`config.mk`:
```
export PLATFORM = sky130hd
export DESIGN_NAME = lockin_amplitude_scheduler
export DESIGN_NICKNAME = d
export VERILOG_FILES = /design/src/rtl/lockin_pkg.sv /design/src/rtl/lockin_amplitude_scheduler_arbiter.sv /design/src/rtl/lockin_amplitude_scheduler.sv
export SDC_FILE = /design/constraint.sdc
export NUM_CORES = 1
export LEC_CHECK = 0
export ABC_AREA = 1
export CELL_PAD_IN_SITES_DETAIL_PLACEMENT = 1
export CELL_PAD_IN_SITES_GLOBAL_PLACEMENT = 2
export CORE_MARGIN = 2
export CORE_UTILIZATION = 25
export DETAILED_ROUTE_END_ITERATION = 12
export GPL_TIMING_DRIVEN = 1
export PLACE_DENSITY_LB_ADDON = 0.1
export SLEW_MARGIN = 15
export SYNTH_ARGS = -nofsm -noshare
export SYNTH_HDL_FRONTEND = slang
export SYNTH_SLANG_ARGS = --single-unit
```
`constraint.sdc`:
```
create_clock -name Clock -period 8.5 [get_ports Clock]
set_clock_uncertainty 0.1 [all_clocks]
set_input_delay 1.275 -clock Clock [delete_from_list [all_inputs] [get_ports Clock]]
set_output_delay 1.275 -clock Clock [all_outputs]
set_load 0.01 [all_outputs]
```
`src/rtl/lockin_pkg.sv`:
```
// -----------------------------------------------------------------------------
// lockin_pkg
// Shared definitions for the lock-in amplitude scheduler:
//   - sched_state_t  : scheduler FSM encoding (IDLE=0, RUN=1, CAPT=2, OUT=3)
//   - LOCKIN_N       : default operand / amplitude width
//   - LOCKIN_N_CH    : default number of lock-in channels
//   - LOCKIN_ENG_LAT : latency of the standard magnitude engine (N/2+4)
// -----------------------------------------------------------------------------
package lockin_pkg;

   typedef enum logic [1:0] {
      ST_IDLE = 2'd0,
      ST_RUN  = 2'd1,
      ST_CAPT = 2'd2,
      ST_OUT  = 2'd3
   } sched_state_t;

   localparam int LOCKIN_N       = 64;
   localparam int LOCKIN_N_CH    = 4;
   localparam int LOCKIN_ENG_LAT = LOCKIN_N / 2 + 4;

endpackage

```
`src/rtl/lockin_amplitude_scheduler_arbiter.sv`:
```
// -----------------------------------------------------------------------------
// lockin_rr_arbiter
// Combinational round-robin search: returns the first pending channel found
// searching upward from rr_ptr, wrapping at N_CH.
// Ports:
//   pending     in  N_CH  per-channel pending flags
//   rr_ptr      in  CH_W  channel with highest priority this round
//   grant       out CH_W  selected channel (valid only when any_pending)
//   any_pending out 1     at least one channel is pending
// -----------------------------------------------------------------------------
module lockin_rr_arbiter #(
   parameter int N_CH = 4,
   parameter int CH_W = 2
) (
   input  logic [N_CH-1:0] pending,
   input  logic [CH_W-1:0] rr_ptr,
   output logic [CH_W-1:0] grant,
   output logic            any_pending
);

   // Rotate so that bit 0 is the channel at rr_ptr; the lowest set bit of
   // the rotated vector is the winner.
   logic [N_CH-1:0] rotated;

   assign rotated     = N_CH'({pending, pending} >> rr_ptr);
   assign any_pending = |pending;

   always_comb begin
      int pick;
      // NOTE: every combinational output gets a default before any branch, so
      // no path leaves it unassigned and no latch is inferred.
      pick = int'(rr_ptr);
      // Scan downward so the lowest rotated offset is the last one written.
      for (int i = N_CH - 1; i >= 0; i--) begin
         if (rotated[i]) begin
            pick = int'(rr_ptr) + i;
            if (pick >= N_CH) pick = pick - N_CH;
         end
      end
      grant = CH_W'(pick);
   end

endmodule

```
`src/rtl/lockin_amplitude_scheduler.sv`:
```
// -----------------------------------------------------------------------------
// lockin_amplitude_scheduler
// Shares one magnitude/sqrt engine between N_CH lock-in channels. Each channel
// hands over one (fase, cuad) pair, which is buffered until a round-robin
// arbiter selects it; the engine is then driven with eng_valid held high until
// its done rising edge, and the amplitude is returned tagged with the channel.
//
// Optional feature (macro LOCKIN_SCHED_TIMEOUT_EN): an 8-bit RUN-cycle
// counter aborts a job after TIMEOUT cycles, pulses err and drops the request.
//
// Ports:
//   Clock, reset_n           clock (rising edge), async active-low reset
//   req_valid/req_ready      per-channel handshake, req_ready = slot free
//   req_fase/req_cuad        packed operands, channel i at [i*N +: N]
//   eng_valid/eng_fase/cuad  engine request, held for the whole job
//   eng_done/eng_amplitude   engine level done (rising edge = new result)
//   amp_valid/amp_ch/amp_data one-cycle tagged result
//   err                      one-cycle timeout strobe
// -----------------------------------------------------------------------------
module lockin_amplitude_scheduler
   import lockin_pkg::*;
#(
   parameter int N       = LOCKIN_N,
   parameter int N_CH    = LOCKIN_N_CH,
   parameter int CH_W    = 2,
   // Default leaves 60 cycles of headroom above the standard engine latency.
   parameter int TIMEOUT = LOCKIN_ENG_LAT + 60
) (
   input  logic              Clock,
   input  logic              reset_n,
   input  logic [N_CH-1:0]   req_valid,
   input  logic [N_CH*N-1:0] req_fase,
   input  logic [N_CH*N-1:0] req_cuad,
   output logic [N_CH-1:0]   req_ready,
   output logic              eng_valid,
   output logic [N-1:0]      eng_fase,
   output logic [N-1:0]      eng_cuad,
   input  logic              eng_done,
   input  logic [N-1:0]      eng_amplitude,
   output logic              amp_valid,
   output logic [CH_W-1:0]   amp_ch,
   output logic [N-1:0]      amp_data,
   output logic              err
);

   sched_state_t    state, state_nxt;
   logic [N_CH-1:0] pending;
   logic [N_CH-1:0] accept;
   logic [N_CH-1:0] clr_mask;
   logic [N-1:0]    hold_fase [N_CH];
   logic [N-1:0]    hold_cuad [N_CH];
   logic [CH_W-1:0] rr_ptr;
   logic [CH_W-1:0] cur_ch;
   logic [CH_W-1:0] grant;
   logic            any_pending;
   logic            done_q;
   logic            done_edge;
   logic            tmo_hit;
   logic            job_end;

   assign req_ready = ~pending;
   // A valid on a pending channel is dropped, not queued.
   assign accept    = req_valid & ~pending;
   // done_q follows eng_done every cycle, so a done level left high by the
   // previous job is already in done_q when the next job starts.
   assign done_edge = eng_done & ~done_q;
   assign job_end   = (state == ST_CAPT) || tmo_hit;
   assign clr_mask  = job_end ? ({{(N_CH-1){1'b0}}, 1'b1} << cur_ch) : '0;

   lockin_rr_arbiter #(
      .N_CH (N_CH),
      .CH_W (CH_W)
   ) u_arb (
      .pending     (pending),
      .rr_ptr      (rr_ptr),
      .grant       (grant),
      .any_pending (any_pending)
   );

`ifdef LOCKIN_SCHED_TIMEOUT_EN
   logic [7:0] tmo_cnt;

   always_ff @(posedge Clock or negedge reset_n) begin
      if (!reset_n) begin
         tmo_cnt <= '0;
         err     <= 1'b0;
      end else begin
         tmo_cnt <= (state == ST_RUN) ? tmo_cnt + 8'd1 : 8'd0;
         err     <= tmo_hit;
      end
   end

   // tmo_cnt is 0 in the first RUN cycle; a done edge in the last cycle wins.
   assign tmo_hit = (state == ST_RUN) && !done_edge && (tmo_cnt == 8'(TIMEOUT - 1));
`else
   assign tmo_hit = 1'b0;
   assign err     = 1'b0;
`endif

   // ---------------------------------------------------------------- FSM
   always_ff @(posedge Clock or negedge reset_n) begin
      if (!reset_n) state <= ST_IDLE;
      else          state <= state_nxt;
   end

   // eng_valid is decoded from the state so an async reset drops it at once.
   always_comb begin
      state_nxt = state;
      eng_valid = 1'b0;
      case (state)
         ST_IDLE: if (any_pending) state_nxt = ST_RUN;
         ST_RUN: begin
            eng_valid = 1'b1;
            if (done_edge)    state_nxt = ST_CAPT;
            else if (tmo_hit) state_nxt = ST_IDLE;
         end
         ST_CAPT: state_nxt = ST_OUT;   // engine registers amplitude here
         ST_OUT:  state_nxt = ST_IDLE;
         default: state_nxt = ST_IDLE;
      endcase
   end

   // ----------------------------------------------------------- datapath
   // NOTE: sequential state is written with non-blocking assignments so every
   // flop samples pre-edge values regardless of statement order.
   always_ff @(posedge Clock or negedge reset_n) begin
      if (!reset_n) begin
         pending   <= '0;
         rr_ptr    <= '0;
         cur_ch    <= '0;
         done_q    <= 1'b0;
         eng_fase  <= '0;
         eng_cuad  <= '0;
         amp_valid <= 1'b0;
         amp_ch    <= '0;
         amp_data  <= '0;
      end else begin
         done_q    <= eng_done;
         // accept and clear never hit the same bit: accept needs ~pending.
         pending   <= (pending & ~clr_mask) | accept;
         // Results are registered on the CAPT->OUT edge, so amp_valid is
         // high exactly while the FSM sits in OUT.
         amp_valid <= (state == ST_CAPT);

         if (state == ST_IDLE && any_pending) begin
            cur_ch   <= grant;
            eng_fase <= hold_fase[grant];
            eng_cuad <= hold_cuad[grant];
         end

         if (state == ST_CAPT) begin
            amp_data <= eng_amplitude;
            amp_ch   <= cur_ch;
         end

         if (job_end)
            rr_ptr <= (cur_ch == CH_W'(N_CH - 1)) ? '0 : cur_ch + 1'b1;
      end
   end

   // NOTE: the holding registers have no reset; pending[i] alone says when
   // hold_*[i] holds meaningful data, so clearing them buys nothing.
   always_ff @(posedge Clock) begin
      for (int i = 0; i < N_CH; i++) begin
         if (accept[i]) begin
            hold_fase[i] <= req_fase[i*N +: N];
            hold_cuad[i] <= req_cuad[i*N +: N];
         end
      end
   end

endmodule
```
==> After elaboration in Yosys (flattened, before gate mapping) <==
Memories as Yosys holds them, arrays and structs flattened. A register that Yosys moved wholly into a read port is not among the register bits.
Index checks and enable logic that the tools add are counted.
{ "word_totals": {"inputBits": 583, "mem_count": 2, "ff_bits": 78, "mem_bits_rw": 512, "out_inout_bits": 201} }
{ "classes": {"n_addsub": 8, "shifts": 2, "bitwise": 7, "eq_ne": 6, "n_reduce_logical": 6, "n_lt_le_gt_ge": 4, "mux": 22} }
{ "mem_list": {"columns": ["name", "depth", "width", "read_ports", "rd_clocked_by_memory_dff", "wr", "line", "rtl"], "rows": [
  ["hold_cuad", 4, 64, 1, 1, 4, "lockin_amplitude_scheduler.sv:51", "logic [N-1:0] hold_cuad [N_CH];"],
  ["hold_fase", 4, 64, 1, 1, 4, "lockin_amplitude_scheduler.sv:50", "logic [N-1:0] hold_fase [N_CH];"]
]} }
{ "ops": {"columns": ["operator", "count"], "rows": [
  ["two-way mux 2 bit", 11],
  ["greater-or-equal comparator 3 bit, second input constant", 3],
  ["two-way mux 1 bit", 9],
  ["bitwise AND 4 bit", 2],
  ["inverter 4 bit", 2],
  ["one-hot mux 2 bit (4 select lines)", 1],
  ["right shift 8 x 2 -> 4 bit", 1],
  ["subtractor 2 x 1 -> 2 bit, second input constant", 4],
  ["adder 2 x 2 -> 3 bit, second input constant", 2],
  ["== test 2 bit, second input constant", 3],
  ["two-way mux 4 bit", 1],
  ["!= test 2 bit, second input constant", 2],
  ["OR 4 bit", 1],
  ["OR reduction 4 bit", 1],
  ["left shift 1 x 2 -> 4 bit, first input constant", 1],
  ["adder 2 x 1 -> 3 bit, second input constant", 1],
  ["greater-or-equal comparator 2 x 3 -> 1 bit, second input constant", 1],
  ["adder 2 x 1 -> 2 bit, second input constant", 1],
  ["== test 2 x 1 -> 1 bit, second input constant", 1],
  ["logical NOT 1 bit", 2],
  ["logical NOT 2 bit", 1],
  ["AND reduction 2 bit", 1],
  ["bitwise AND 1 bit", 1],
  ["logical AND 1 bit", 1],
  ["inverter 1 bit", 1]
]} }

==> Depth between registers and ports, before layout <==
{ "logic_depth": {"word_depth": 7, "ltp_mapped": 16, "depth_no_buf": 13} }

==> Cells and area by module <==
From an unflattened synthesis, not the netlist that was laid out.
{ "unflattened": {"hier_cells": 2508, "hier_area_um2": 28428.5} }
{ "modules_own_cells": {"columns": ["module", "seq_area_each_um2", "instances", "area_each_um2", "cells_per_inst"], "rows": [
  ["lockin_amplitude_scheduler", 20529.7, 1, 28212.1, 2464],
  ["lockin_rr_arbiter", 0.0, 1, 216.5, 44]
]} }

==> Least setup slack after synthesis <==
OpenSTA, ideal clock, no wires.
{ "synth_timing": {"path_type": "input -> register", "from": "input port req_valid[0]", "to": "register pending[0]", "stages": 3, "arrival_ns": 7.251, "setup_time_ns": 0.097, "n_path_buf": 0, "setup_slack_ns": 1.052, "t_required_ns": 8.303, "path_cell_list": "inv_1 > nor2_1 > or2_2"} }
{ "synth_via": {"elab_chain_cells": 2} }
{ "synth_lines": {"columns": ["item", "line", "rtl"], "rows": [
  ["start, declared", "lockin_amplitude_scheduler.sv:31", "input logic [N_CH-1:0] req_valid,"],
  ["bitwise AND 4 bit", "lockin_amplitude_scheduler.sv:63", "assign accept = req_valid & ~pending;"],
  ["via accept[0]", "lockin_amplitude_scheduler.sv:48", "logic [N_CH-1:0] accept;"],
  ["OR 4 bit", "lockin_amplitude_scheduler.sv:140", "pending <= (pending & ~clr_mask) | accept;"],
  ["end signal, assigned", "lockin_amplitude_scheduler.sv:140", null],
  ["end, declared", "lockin_amplitude_scheduler.sv:47", "logic [N_CH-1:0] pending;"]
]} }
The timed path passes the listed nets, and every way through them passes these cells.
A chain may end at the register's enable or synchronous reset.

==> Worst setup path in the final report <==
{ "layout_timing": {"from": "register rr_ptr[0]", "to": "register eng_fase[32] (read register of hold_fase)"} }
{ "layout_via": {"elab_chain_cells": 7, "elab_cells_between_ends": 20, "cone_classes": "7 x add/sub; 4 x order compare; 1 x shift; 8 x mux"} }
{ "layout_lines": {"columns": ["item", "line", "rtl"], "rows": [
  ["start, declared", "lockin_amplitude_scheduler.sv:52", "logic [CH_W-1:0] rr_ptr;"],
  ["start signal, assigned", "lockin_amplitude_scheduler.sv:157", "rr_ptr <= (cur_ch == CH_W'(N_CH - 1)) ? '0 : cur_ch + 1'b1;"],
  ["adder 2 x 2 -> 3 bit", "lockin_amplitude_scheduler_arbiter.sv:36", "pick = int'(rr_ptr) + i;"],
  ["greater-or-equal comparator 3 bit / subtractor 2 x 1 -> 2 bit (equally long branches)", "lockin_amplitude_scheduler_arbiter.sv:37", "if (pick >= N_CH) pick = pick - N_CH;"],
  ["two-way mux 2 bit", "lockin_amplitude_scheduler_arbiter.sv:37", null],
  ["two-way mux 2 bit (3 in series)", "lockin_amplitude_scheduler_arbiter.sv:35", "if (rotated[i]) begin"],
  ["two-way mux 2 bit *", "lockin_amplitude_scheduler_arbiter.sv:35", null],
  ["end, declared", "lockin_amplitude_scheduler.sv:36", "output logic [N-1:0] eng_fase,"]
]} }
Every way passes the cells marked *; elsewhere a longest branch is shown, timed or not.

==> impl_metrics.prom <==
# TYPE chip_impl_metric gauge
chip_impl_metric{name="synthMuxAreaShare",unit=""} 0
chip_impl_metric{name="drt_first_pass_iters",unit=""} 5
chip_impl_info{name="yosys-top-cells-area",value="sky130_fd_sc_hd__edfxtp_1 56%, sky130_fd_sc_hd__dfrtp_1 19%, sky130_fd_sc_hd__nand3_1 12%, sky130_fd_sc_hd__nand2_1 9.9%, sky130_fd_sc_hd__buf_2 1.7%"} 1
chip_impl_metric{name="max_capacitance_violation_total",unit=""} 0
chip_impl_metric{name="cts-buffers-inserted",unit=""} 86
chip_impl_info{name="cpMostUsedCell",value="sky130_fd_sc_hd__nand2_1"} 1
chip_impl_metric{name="syn_avg_cell_area",unit="um^2"} 11.9
chip_impl_metric{name="synthesis.nets",unit=""} 2905
chip_impl_info{name="path_delay_family",value="simple AND/OR/NAND/NOR gates"} 1
chip_impl_metric{name="timing_max_transition_violations_final",unit=""} 0
chip_impl_metric{name="htree_num_levels",unit=""} 3
chip_impl_metric{name="post_synth_edffs",unit=""} 512
chip_impl_metric{name="layout-drive-gt1-share",unit=""} 0.0529
chip_impl_metric{name="vdd_ir_drop_max",unit="uV"} 404
chip_impl_metric{name="cpPeakStageDelay",unit="ns"} 0.68
chip_impl_metric{name="synth_cell_type_count",unit=""} 27
chip_impl_metric{name="final_nets",unit=""} 3639
chip_impl_info{name="critPathCaptureType",value="register"} 1
chip_impl_metric{name="half_perimeter_wire_length_of_the_detailed_placement_result",unit="mm"} 73.5
chip_impl_metric{name="global_route_wire_length_before_repair",unit="mm"} 159
chip_impl_metric{name="grt-ovfl-total",unit=""} 0
chip_impl_metric{name="final.min_clock_period",unit="ns"} 4.39
chip_impl_metric{name="drc",unit=""} 0
chip_impl_metric{name="die_height",unit="um"} 336
chip_impl_metric{name="crit_buf_inv",unit=""} 1
chip_impl_info{name="cp_cell_sequence",value="nand2_1, nand3_1, nand2_1, o21ai_1, nand2_1, nand2_8, nand2_8, buf_12, nand2_1, nand3_1, nand3_1, nand2_1"} 1
chip_impl_info{name="post-synth-top-count-cell",value="sky130_fd_sc_hd__nand2_1"} 1
chip_impl_info{name="netlist.top_cell.by_area",value="sky130_fd_sc_hd__edfxtp_1"} 1
chip_impl_metric{name="via_count",unit=""} 20800
chip_impl_metric{name="cts_num_sinks",unit=""} 718
chip_impl_metric{name="fin_tns_setup",unit="ns"} 0
chip_impl_metric{name="finalHoldViolations",unit=""} 0
chip_impl_metric{name="synthArstFlopShare",unit=""} 0.287
chip_impl_metric{name="post_synth_and_or_nand_nor_area_fraction",unit=""} 0.220
chip_impl_info{name="synth_top_family_by_area",value="simple AND/OR/NAND/NOR gates"} 1
chip_impl_info{name="run_status",value="finished, final reports clean"} 1
chip_impl_metric{name="static-leakage-power",unit="uW"} 0.0153
chip_impl_info{name="cts_tree",value="done"} 1
chip_impl_info{name="critical-path-slowest-cell",value="sky130_fd_sc_hd__nand2_8"} 1
chip_impl_metric{name="sequential_area_share_after_synthesis",unit=""} 0.744
chip_impl_metric{name="grt_use_total",unit=""} 0.195
chip_impl_metric{name="finalWirelength",unit="mm"} 113
chip_impl_metric{name="post_drt_via_cell_ratio",unit=""} 4.52
chip_impl_metric{name="design.portCount",unit=""} 784
chip_impl_info{name="worstSetupPathType",value="register to register"} 1
chip_impl_metric{name="first_global_vias",unit=""} 22500
chip_impl_metric{name="synth.yosys.warnings",unit=""} 0
chip_impl_metric{name="port-buffer-count",unit=""} 782
chip_impl_metric{name="clk_transition_reported_paths",unit="ns"} 0.06
chip_impl_metric{name="fillers",unit=""} 11800
chip_impl_metric{name="max_slew.worst_pin.slew",unit="ns"} 1.35
chip_impl_metric{name="number_of_antenna_violations_at_the_first_check_in_global_routing",unit=""} 49
chip_impl_metric{name="cts_resized",unit=""} 0
chip_impl_info{name="cts-root-buf",value="sky130_fd_sc_hd__clkbuf_16"} 1
chip_impl_metric{name="netlist_area",unit="mm^2"} 0.0276
chip_impl_metric{name="routedWlPerCell",unit="um"} 24.4
chip_impl_metric{name="synth_compound_gate_area_share",unit=""} 0.00258
chip_impl_metric{name="critical_path_peak_fanout",unit=""} 131
chip_impl_metric{name="core_area",unit="mm^2"} 0.109
chip_impl_metric{name="grt_max_degree",unit=""} 132
chip_impl_metric{name="die_w",unit="um"} 336
chip_impl_metric{name="rows",unit=""} 121
chip_impl_metric{name="antenna_violating_nets_remaining",unit=""} 0
chip_impl_metric{name="achievable-frequency",unit="GHz"} 0.228
chip_impl_metric{name="postSynthRegisterBits",unit=""} 718
chip_impl_metric{name="power.density",unit="mW/mm^2"} 397
chip_impl_metric{name="worstPathRequired",unit="ns"} 8.93
chip_impl_metric{name="drt_iter0_drc",unit=""} 1025
chip_impl_metric{name="postCtsSetupRepairBufs",unit=""} 0
chip_impl_metric{name="setup_violations",unit=""} 0
chip_impl_metric{name="clock_latency_at_the_later_pin_of_the_worst_skew_pair",unit="ns"} 0.64
chip_impl_metric{name="fp.dieArea",unit="mm^2"} 0.113
chip_impl_metric{name="starting_utilization_of_the_core_area",unit=""} 0.253
chip_impl_info{name="min_path_type",value="register to register"} 1
chip_impl_metric{name="remaining_max_slew_budget_at_the_tightest_pin",unit=""} 0.0996
chip_impl_metric{name="clock_path_buffers",unit=""} 3
chip_impl_metric{name="number_of_instances_in_the_synthesized_netlist",unit=""} 2315
chip_impl_metric{name="post-route-period-util",unit=""} 0.516
chip_impl_metric{name="synth_top_area_share",unit=""} 0.557
chip_impl_metric{name="yosys.area_share.xor_xnor",unit=""} 0.000317
chip_impl_metric{name="synth_fa_ha_area_frac",unit=""} 0.00317
chip_impl_info{name="commonest_cells_in_the_netlist",value="728 x sky130_fd_sc_hd__nand2_1, 648 x sky130_fd_sc_hd__nand3_1, 512 x sky130_fd_sc_hd__edfxtp_1"} 1
chip_impl_metric{name="routabilityCongestion",unit=""} 0.820
chip_impl_metric{name="flow.area_growth_from_synthesis",unit="%"} 43.8
chip_impl_info{name="synth-main-ff-cell",value="sky130_fd_sc_hd__edfxtp_1"} 1
chip_impl_metric{name="final_util",unit=""} 0.363
chip_impl_metric{name="critical_path_arrival",unit="ns"} 4.81
chip_impl_info{name="grt_setup_unrepaired",value="no"} 1
chip_impl_info{name="critical_path.startpoint_type",value="register"} 1
chip_impl_metric{name="cts.hold.buffers_added",unit=""} 0
path summary, 6_finish.rpt:
path / from / cells past startpoint / slack (ns) / to
hold reg to reg: amp_data[23] / 2 / 0.36 / amp_data[23]
hold / removal: amp_data[23] / 2 / 0.36 / amp_data[23]
min in group asynchronous: reset_n / 1 / 0.55 / amp_data[48]
setup reg to reg: rr_ptr[0] / 12 / 4.11 / eng_fase[32]
max in group asynchronous: reset_n / 2 / 6.27 / amp_data[57]
setup / recovery: rr_ptr[0] / 12 / 4.11 / eng_fase[32]
power breakdown:
group	switching [uW]	internal [uW]	leakage, uW
Combinational	4560	2350	0.00670
Sequential	404	4700	0.00723
Clock	1510	2200	0.00136
Total	6480	9250	0.0153
area by class of cell:
| type | instances | area (um^2) | area share |
|---|---|---|---|
| tap | 1476 | 1850 | 0.0466 |
| sequential | 718 | 20500 | 0.518 |
| clock buffer | 125 | 2390 | 0.0602 |
| timing repair buffer | 803 | 8040 | 0.203 |
| clock inverter | 36 | 400 | 0.0101 |
| multi-input combinational | 1419 | 6330 | 0.160 |
| antenna | 13 | 32.5 | 0.000820 |
| inverter | 21 | 93.8 | 0.00237 |
cell usage in the layout, fill, tap and decap left out:
master                            synthesis  final
sky130_fd_sc_hd__o22ai_1                  1      1
sky130_fd_sc_hd__o21ai_0                  6      6
sky130_fd_sc_hd__and2_1                   1      1
sky130_fd_sc_hd__diode_2                  0     13
sky130_fd_sc_hd__clkinv_4                 0      1
sky130_fd_sc_hd__buf_8                    0      1
sky130_fd_sc_hd__nand2_8                  0      2
sky130_fd_sc_hd__inv_2                    2      1
sky130_fd_sc_hd__clkbuf_8                 0      7
sky130_fd_sc_hd__or2_0                    1      1
sky130_fd_sc_hd__clkinv_1                 0      6
sky130_fd_sc_hd__conb_1                   1      1
sky130_fd_sc_hd__clkbuf_16                0     87
sky130_fd_sc_hd__buf_12                   0      4
sky130_fd_sc_hd__nand3_1                648    648
sky130_fd_sc_hd__ha_2                     0      1
sky130_fd_sc_hd__clkbuf_1                55     31
sky130_fd_sc_hd__or2_2                    4      4
sky130_fd_sc_hd__edfxtp_1               512    512
sky130_fd_sc_hd__xor2_1                   1      1
sky130_fd_sc_hd__inv_6                    0      7
sky130_fd_sc_hd__nand3_4                  0      1
sky130_fd_sc_hd__inv_1                   18     16
sky130_fd_sc_hd__clkinvlp_4               0      2
sky130_fd_sc_hd__clkdlybuf4s50_1          0    781
sky130_fd_sc_hd__bufinv_16                0      8
sky130_fd_sc_hd__nor2_4                   0      5
sky130_fd_sc_hd__nor4_1                   1      1
sky130_fd_sc_hd__dfrtp_1                206    206
sky130_fd_sc_hd__o21ai_1                  1      1
sky130_fd_sc_hd__nor2_1                   9      4
sky130_fd_sc_hd__buf_4                    5     17
sky130_fd_sc_hd__nor3_1                   1      1
sky130_fd_sc_hd__inv_4                    1      2
sky130_fd_sc_hd__ha_1                     7      6
sky130_fd_sc_hd__clkinv_2                 0     14
sky130_fd_sc_hd__nand2_4                  0      1
sky130_fd_sc_hd__nand2_1                728    727
sky130_fd_sc_hd__a21oi_1                  6      6
per-layer routing:
metal / wire, um / share of wire / global-route usage
met5: 422 / 0.0037 / 0
met4: 3110 / 0.028 / 0.0689
met3: 8480 / 0.075 / 0.0619
met2: 56200 / 0.50 / 0.335
met1: 44500 / 0.39 / 0.227
cell families (layout without fill, tap and decap cells):
family	Yosys count	after routing
compound gates	14	14
xor+xnor	1	1
fa+ha+maj	7	7
buf+inv	178	985
flops	718	718
other cells	1	14
simple gates	1396	1396
metrics by stage:
step                hold WS, ns  instance area, um^2  std cells  setup WS (ns)  total power [uW]
CTS                       0.371                39600       4598           4.00             16200
finish                    0.365                39700       4611           4.11             15700
global placement          0.353                36800       4437           4.12             12200
detailed placement        0.359                36800       4437           3.99             12400
floorplan                 0.403                27600       2315           1.05              9130
global route              0.396                39700       4608           3.76             16900
registers in the layout, summed over array words and instances (netlist names):
name,cells
state,2
hold_fase,256
amp_ch,2
amp_data,64
eng_fase,64
eng_cuad,64
hold_cuad,256
cur_ch,2
amp_valid,1
done_q,1
pending,4
rr_ptr,2
tightest hold or removal path: cells and delay by family (launching register included):
family / cells / cell delay (ns)
flops: 1 / 0.34
simple gates: 2 / 0.09
Power figures use the tool's default switching activity.
